===== config.mk =====
export PLATFORM = sky130hd
export DESIGN_NAME = dcache_wt_param
export DESIGN_NICKNAME = d
export VERILOG_FILES = /design/src/rtl/dcache_wt_param.sv
export SDC_FILE = /design/constraint.sdc
export NUM_CORES = 1
export LEC_CHECK = 0
export ABC_AREA = 0
export BUFFER_PORTS_ARGS = -buffer_cell sky130_fd_sc_hd__buf_2
export CORE_ASPECT_RATIO = 0.8
export CORE_MARGIN = 2
export CORE_UTILIZATION = 50
export CTS_CLUSTER_SIZE = 28
export DETAILED_ROUTE_END_ITERATION = 12
export GPL_ROUTABILITY_DRIVEN = 0
export GPL_TIMING_DRIVEN = 0
export PLACE_DENSITY = 0.71
export SLEW_MARGIN = 20
export SYNTH_ARGS = -nofsm -noshare
export SYNTH_HDL_FRONTEND = slang
export SYNTH_SLANG_ARGS = --single-unit

===== constraint.sdc =====
create_clock -name clk -period 5 [get_ports clk]
set_clock_uncertainty 0.05 [all_clocks]
set_input_delay 0.5 -clock clk [delete_from_list [all_inputs] [get_ports clk]]
set_output_delay 0.5 -clock clk [all_outputs]
set_load 0.02 [all_outputs]

===== src/rtl/dcache_wt_param.sv =====
// Direct-mapped, write-through, no-write-allocate data cache with one-word lines.
// Read hits complete combinationally; misses and stores run a backing-memory handshake.
module dcache_wt_param #(
  parameter int ADDR_W = 6,
  parameter int DATA_W = 32,
  parameter int LINES  = 8,
  parameter int CNT_W  = 16
) (
  input  logic              clk,
  input  logic              reset,
  input  logic              req_valid,
  input  logic              req_we,
  input  logic [ADDR_W-1:0] addr,
  input  logic [DATA_W-1:0] wdata,
  output logic [DATA_W-1:0] rdata,
  output logic              stall,
  output logic              mem_req_valid,
  input  logic              mem_req_ready,
  output logic              mem_we,
  output logic [ADDR_W-1:0] mem_addr,
  output logic [DATA_W-1:0] mem_wdata,
  input  logic              mem_resp_valid,
  input  logic [DATA_W-1:0] mem_rdata,
  output logic [CNT_W-1:0]  hit_count,
  output logic [CNT_W-1:0]  miss_count
);

  localparam int IDX_W = $clog2(LINES);
  localparam int TAG_W = ADDR_W - IDX_W;

  localparam logic [2:0] S_IDLE      = 3'd0;
  localparam logic [2:0] S_FILL_REQ  = 3'd1;
  localparam logic [2:0] S_FILL_WAIT = 3'd2;
  localparam logic [2:0] S_WR_REQ    = 3'd3;
  localparam logic [2:0] S_WR_DONE   = 3'd4;

  logic [2:0]        r_state;
  logic [2:0]        w_state_next;
  logic [LINES-1:0]  r_valid;
  logic [TAG_W-1:0]  r_tag  [LINES];
  logic [DATA_W-1:0] r_data [LINES];
  logic              r_filled;
  logic [CNT_W-1:0]  r_hit_cnt;
  logic [CNT_W-1:0]  r_miss_cnt;

  logic [IDX_W-1:0]  w_idx;
  logic [TAG_W-1:0]  w_tag;
  logic              w_hit;
  logic              w_rd_hit;
  logic              w_rd_miss;
  logic              w_fill;
  logic              w_wr_accept;
  logic [LINES-1:0]  w_fill_sel;

  assign w_idx       = addr[IDX_W-1:0];
  assign w_tag       = addr[ADDR_W-1:IDX_W];
  assign w_hit       = r_valid[w_idx] && (r_tag[w_idx] == w_tag);
  assign w_rd_hit    = (r_state == S_IDLE) && req_valid && !req_we && w_hit;
  assign w_rd_miss   = (r_state == S_IDLE) && req_valid && !req_we && !w_hit;
  assign w_fill      = (r_state == S_FILL_WAIT) && mem_resp_valid;
  assign w_wr_accept = (r_state == S_WR_REQ) && mem_req_ready;

  genvar gi;
  generate
    for (gi = 0; gi < LINES; gi++) begin : g_line_sel
      assign w_fill_sel[gi] = w_fill && (w_idx == IDX_W'(gi));
    end
  endgenerate

  always_comb begin
    w_state_next = r_state;
    case (r_state)
      S_IDLE: begin
        if (req_valid) begin
          if (req_we)      w_state_next = S_WR_REQ;
          else if (!w_hit) w_state_next = S_FILL_REQ;
        end
      end
      S_FILL_REQ:  if (mem_req_ready)  w_state_next = S_FILL_WAIT;
      S_FILL_WAIT: if (mem_resp_valid) w_state_next = S_IDLE;
      S_WR_REQ:    if (mem_req_ready)  w_state_next = S_WR_DONE;
      S_WR_DONE:   w_state_next = S_IDLE;
      default:     w_state_next = S_IDLE;
    endcase
  end

  // Outputs are forced quiet while reset is held, whatever the current state.
  always_comb begin
    stall         = 1'b0;
    mem_req_valid = 1'b0;
    mem_we        = 1'b0;
    mem_addr      = '0;
    mem_wdata     = '0;
    rdata         = '0;
    if (reset) begin
      case (r_state)
        S_IDLE: begin
          stall = req_valid && (req_we || !w_hit);
          if (w_rd_hit) rdata = r_data[w_idx];
        end
        S_FILL_REQ: begin
          stall         = 1'b1;
          mem_req_valid = 1'b1;
          mem_addr      = addr;
        end
        S_FILL_WAIT: stall = 1'b1;
        S_WR_REQ: begin
          stall         = 1'b1;
          mem_req_valid = 1'b1;
          mem_we        = 1'b1;
          mem_addr      = addr;
          mem_wdata     = wdata;
        end
        default: ;
      endcase
    end
  end

  always_ff @(posedge clk) begin
    if (!reset) begin
      r_state <= S_IDLE;
      r_valid <= '0;
    end else begin
      r_state <= w_state_next;
      r_valid <= r_valid | w_fill_sel;
    end
  end

  // Tag/data storage carries no reset; only the valid bits qualify it.
  always_ff @(posedge clk) begin
    if (reset) begin
      if (w_fill) begin
        r_tag[w_idx]  <= w_tag;
        r_data[w_idx] <= mem_rdata;
      end else if (w_wr_accept && w_hit) begin
        r_data[w_idx] <= wdata;
      end
    end
  end

  // A hit that immediately follows its own fill is the retirement of the miss, not a new hit.
  always_ff @(posedge clk) begin
    if (!reset) begin
      r_filled   <= 1'b0;
      r_hit_cnt  <= '0;
      r_miss_cnt <= '0;
    end else begin
      if (w_rd_hit) begin
        if (!r_filled && (r_hit_cnt != '1)) r_hit_cnt <= r_hit_cnt + CNT_W'(1);
        r_filled <= 1'b0;
      end
      if (w_fill) r_filled <= 1'b1;
      if (w_rd_miss && (r_miss_cnt != '1)) r_miss_cnt <= r_miss_cnt + CNT_W'(1);
    end
  end

  assign hit_count  = r_hit_cnt;
  assign miss_count = r_miss_cnt;

endmodule

# Word-level counts from Yosys, hierarchy flattened
# Memories as Yosys holds them, arrays and structs flattened.
# Index checks and enable logic that the tools add are counted.
# W data, S select, Z words.
[totals]
out_inout_bits = 105
mem_count = 2
reg_bits = 44
word_cells = 92
ramBits = 280
[mem_list]
columns = ["memory", "depth", "word_bits", "rd", "rd_clocked_by_memory_dff", "wr", "line_no", "text"]
rows = [
  ["r_data", 8, 32, 1, 0, 1, "41", "logic [DATA_W-1:0] r_data [LINES];"],
  ["r_tag", 8, 3, 1, 0, 1, "40", "logic [TAG_W-1:0] r_tag [LINES];"],
]
[op_classes]
reduce_logical = 30
mux = 32
n_eq_ne = 18
magnitude_cmp = 1
n_addsub = 2
n_bitwise = 2
[ops]
columns = ["op", "n"]
rows = [
  ["$mux W32", 6],
  ["$add A16 B1 Y16 const B", 2],
  ["$ne A16 B16 Y1 const B", 2],
  ["$logic_and A1 B1 Y1", 19],
  ["$mux W3", 6],
  ["$mux W1", 15],
  ["$eq A3 B2 Y1 const B", 4],
  ["$eq A3 B3 Y1 const B", 4],
  ["$mux W6", 2],
  ["$pmux W3 S4", 1],
  ["$ne A2 B2 Y1 const B", 4],
  ["$or A8 B8 Y8", 1],
  ["$eq A3 B1 Y1 const B", 2],
  ["$logic_not A3 Y1", 2],
  ["$reduce_and A5 Y1", 1],
  ["$lt A3 B4 Y1 const B", 1],
  ["$bmux W1 S3", 1],
  ["$eq A3 B3 Y1", 1],
  ["$logic_not A1 Y1", 3],
  ["$ne A3 B3 Y1 const B", 1],
  ["$reduce_or A3 Y1", 1],
  ["$pmux W1 S2", 1],
  ["$reduce_and A2 Y1", 1],
  ["$reduce_bool A2 Y1", 1],
  ["other kinds (3)", 3],
]

# Logic depth before layout (Yosys ltp)
[depth]
ltp_word = 9
ltp_mapped = 11

# Least setup slack after synthesis
# OpenSTA, ideal clock, no wires.
[synth_timing]
path_type = "input to register"
startpoint = "input port addr[0]"
endpoint = "memory r_data[1][0] (enable)"
slack_ns = 0.159
stages = 8
t_arrival_ns = 4.330
setup_time_ns = 0.461
required_time_ns = 4.489
path_cell_list = "buf_4 > mux2i_1 > a32o_1 > o31ai_1 > o2111ai_4 > nor3b_4 > o21ai_1 > nor3_1"
[synth_between]
elab_chain_cells = 9
word_cells_on_any_way = 11
[synth_lines]
columns = ["element", "line_no", "text"]
rows = [
  ["start: declaration", "13", "input logic [ADDR_W-1:0] addr,"],
  ["$mem_v2 Z8 W3 or $bmux W1 S3 (tied branches)", "n/a", ""],
  ["$eq A3 B3 Y1 or $mux W1 (tied branches)", "57", "assign w_hit = r_valid[w_idx] && (r_tag[w_idx] == w_tag);"],
  ["$logic_and A1 B1 Y1", "57", ""],
  ["$logic_and A1 B1 Y1", "135", "end else if (w_wr_accept && w_hit) begin"],
  ["$mux W1", "135", ""],
  ["$mux W1", "132", "if (w_fill) begin"],
  ["$mux W1", "131", "if (reset) begin"],
  ["$mux W1 (not written as such)", "136", "r_data[w_idx] <= wdata;"],
  ["$or A1 B1 Y1 (no source line)", "n/a", ""],
  ["end: declaration", "41", ""],
]
# Several ways; a longest one is shown, not always the timed one. The select of a mux whose other input is x is not followed.

# Worst setup path in the final report
[layout_timing]
startpoint = "register r_state[2]"
endpoint = "memory r_data[1][15] (enable)"
[layout_between]
elab_chain_cells = 8
word_cells_on_any_way = 13
[layout_lines]
columns = ["element", "line_no", "text"]
rows = [
  ["start: declaration", "37", "logic [2:0] r_state;"],
  ["start signal: assignment", "124", "r_state <= w_state_next;"],
  ["$eq A3 B2 Y1", "61", "assign w_wr_accept = (r_state == S_WR_REQ) && mem_req_ready;"],
  ["$logic_and A1 B1 Y1", "61", ""],
  ["$logic_and A1 B1 Y1", "135", ""],
  ["$mux W1", "135", ""],
  ["$mux W1", "132", ""],
  ["$mux W1", "131", ""],
  ["$mux W1 (not written as such)", "136", ""],
  ["$or A1 B1 Y1 (no source line) (*)", "n/a", ""],
]
# Every way passes the cells marked *; elsewhere a longest branch is shown, timed or not.

==> results.md <==
* Placed cell areas at 15,350 um^2
* Vias in the first global route at 8,060
* Hold Startpoint: mem_req_ready
* Worst endpoint required time at 5.21 ns
* I/O Buffers at 176
* Drt total wl at 30,760 um
* Largest net degree at the start of global routing at 21
* Post-CTS resize count at 0
* Antenna violations before repair at 2
* Worst setup margin at 0.9114 ns
* Ys async rst share at 0%
* CP max FO at 8
* Number of flops mapped to enable cells by yosys at 280
* Hold path endpoint: r_state[0]
* Worst hold stages at 2
* Commonest non-fill, non-tap cell in the layout: edfxtp_1
* Final hold vios at 0
* Most frequent cells in the layout: edfxtp_1 (280), buf_2 (190), mux4_2 (66)
* Synth Flop Type: edfxtp_1
* Multi-input logic area at 4220 um^2
* Status: complete, no violations
* Syn Nets at 901
* DRC at 0
* Post-route ant nets at 0
* Pwr dens at 355.7 nW/um^2
* Fmax at 0.2446 GHz
* Rel. slew slack at 37.64%
* R2R setup slack at 0.91 ns
* Die area at 28,830 um^2
* Clock Latency Late Sink at 0.55 ns
* Fin nets at 1,125
* Lkg Pwr at 6.106 nW
* Post-synthesis cell type count at 57
* Warnings from Yosys at 0
* Post-Route Utilization at 60.75%
* Synthesis-to-finish area growth at 20.10%
* Fin crit share at 81.77%
* CTS Sinks at 324
* Sequential area share after synthesis at 67.61%
* CTS buffer count at 31
* Worst slack at placement at 0.4660 ns
* Rows at 54
* Worst R2R End: r_data[1][15]
* CTS tree: built
* Ports at 181
* Register area at 9289 um^2
* GRT Resource Usage Total at 21.22%
* Critical Path Start Type: flip-flop
* Min Tclk post-route at 4.089 ns
* Post-synthesis register bit count at 324
* Root Buffer: clkbuf_16
* R2R cell count at 9
* Fill cells at 2,034
* Hpwl dp at 20,590 um
* Kind of critical path: flip-flop to flip-flop
* Postcts setup bufs at 0
* Detailed Route Iter0 Violations at 738
* Mapped Cells at 823
* Wirelength per Cell at 21.44 um
* Final Slew Violations at 0
* Post-CTS Hold Fix Bufs at 0
* Post-Syn Area at 13,740 um^2
* Hold WC Path Type: primary input to flip-flop
* GRT overflow at 0
* Cell area after layout at 16,500 um^2
* Reg2Reg Launch Point: r_state[2]
* WP data arrival at 4.30 ns
* Share of cells above drive strength 1 at 34.86%
* Setup violations, final at 0
* Max-cap violation count at 0
* DIE HEIGHT at 152.3 um
* Via Count at 8,179
* Total power at 5.869 mW
* Actual slew at the worst max-slew pin at 0.9354 ns
* Peak supply drop at 232.3 uV
* Initial Utilization at 50.58%
* Vias/cell at 5.700
* Maximum buffer depth of the clock tree at 3
* Core box area at 27,160 um^2
* RSZ-0062 raised after global routing: no
* Die width at 189.3 um
* First-pass detailed-route iteration total at 5
* First-pass GRT wire length at 46,600 um
* Crit. End Element: flip-flop
* H-tree depth at 1
* Syn_area_per_cell at 16.69 um^2
* Clock Pin Slew Worst Setup and Hold Paths at 0.07 ns
flip-flops by register name, indices dropped and copies added, names as in the netlist:
name        count
r_valid         8
r_state         3
miss_count     16
hit_count      16
r_data        256
r_filled        1
r_tag          24
metrics by stage:
stage          hold WS, ns  std cells  setup TNS, ns
5_1_grt             0.1208       1435              0
4_1_cts             0.1003       1434              0
3_3_place_gp        0.3799       1363        -385.47
3_5_place_dp        0.3922       1378              0
2_1_floorplan       0.3711        823              0
6_report            0.1229       1435              0
Yosys cell counts (3+ instances only):
cell      number  area (um^2)
dfxtp_1       44        880.8
nand2_1       33        123.9
o21ai_0        6        30.03
mux4_2        66         1486
nor2b_1        4        25.02
nor4_2         4        50.05
mux2_2        21        236.5
or3_1          5        31.28
nand4_1       10        62.56
mux2_1        17        191.4
o21a_1         3        22.52
mux2i_1       54        540.5
buf_2         14        70.07
nor2_1        54        202.7
edfxtp_1     280         8408
inv_1         10        37.54
and3_1        17        106.4
buf_6          7        78.83
a21oi_1       12        60.06
nand3_1       15        75.07
and2_1        38        237.7
a31o_2         4        35.03
clkbuf_1      22        82.58
nor3_1        10        50.05
a21o_1        11        82.58
nand2b_1      21        131.4
worst max-delay path by stage:
stage                     start       endpoint  slack, ns  depth (start not counted)
finish               r_state[2]  r_data[1][15]       0.91                          9
CTS                 r_tag[0][0]      rdata[30]       0.94                          9
global placement          reset  r_data[0][23]      -2.94                          9
floorplan               addr[0]   r_data[1][0]       0.16                          8
global route         r_state[2]  r_data[1][23]       0.70                          9
detailed placement        reset  r_data[1][15]       0.47                         11
logic make-up (layout without fill, tap and decap cells):
logic type	count (synthesis)	count (layout)	share of synthesized area, %
other cells	0	1	0
buf+inv	56	303	2.068
fa+ha+maj	2	2	0.1821
compound gates	55	55	2.987
flops	324	324	67.61
simple gates	225	225	8.953
xor+xnor	3	3	0.3279
mux	158	158	17.87
area by class of cell:
type	instances	area share (%)
Tap cell	364	2.760
Buffer	46	1.494
Inverter	10	0.2275
Antenna cell	1	0.01517
Multi-Input combinational cell	443	25.58
Timing Repair Buffer	191	6.704
Clock inverter	21	2.131
Sequential cell	324	56.30
Clock buffer	35	4.793
routing by layer:
layer / share of wire, % / global-route usage (%) / vias up
li1: - / - / 3682
met1: 45 / 31.55 / 4115
met2: 46 / 32.34 / 322
met3: 6.7 / 3.616 / 60
met4: 2.9 / 6.681 / 0
met5: 0 / 0 / -
power by group:
| group | internal [mW] | leakage (nW) | total, mW | switching, mW |
|---|---|---|---|---|
| registers | 2.95 | 2.87 | 2.95 | 0.00768 |
| logic | 0.129 | 2.68 | 0.301 | 0.172 |
| clock network | 1.64 | 0.554 | 2.61 | 0.971 |
| total | 4.72 | 6.11 | 5.87 | 1.15 |
worst max-delay path, stage by stage, from the launching register on:
cell and delay, ns:
dfxtp_1 0.37, nor2_1 0.20, and3_1 0.18, clkbuf_1 0.57
and2_1 0.25, nor3b_4 0.57, o21ai_1 0.44, nor3_2 0.63
buf_4 0.32, buf_4 0.22
No activity file was read; power rests on OpenSTA's default activity.
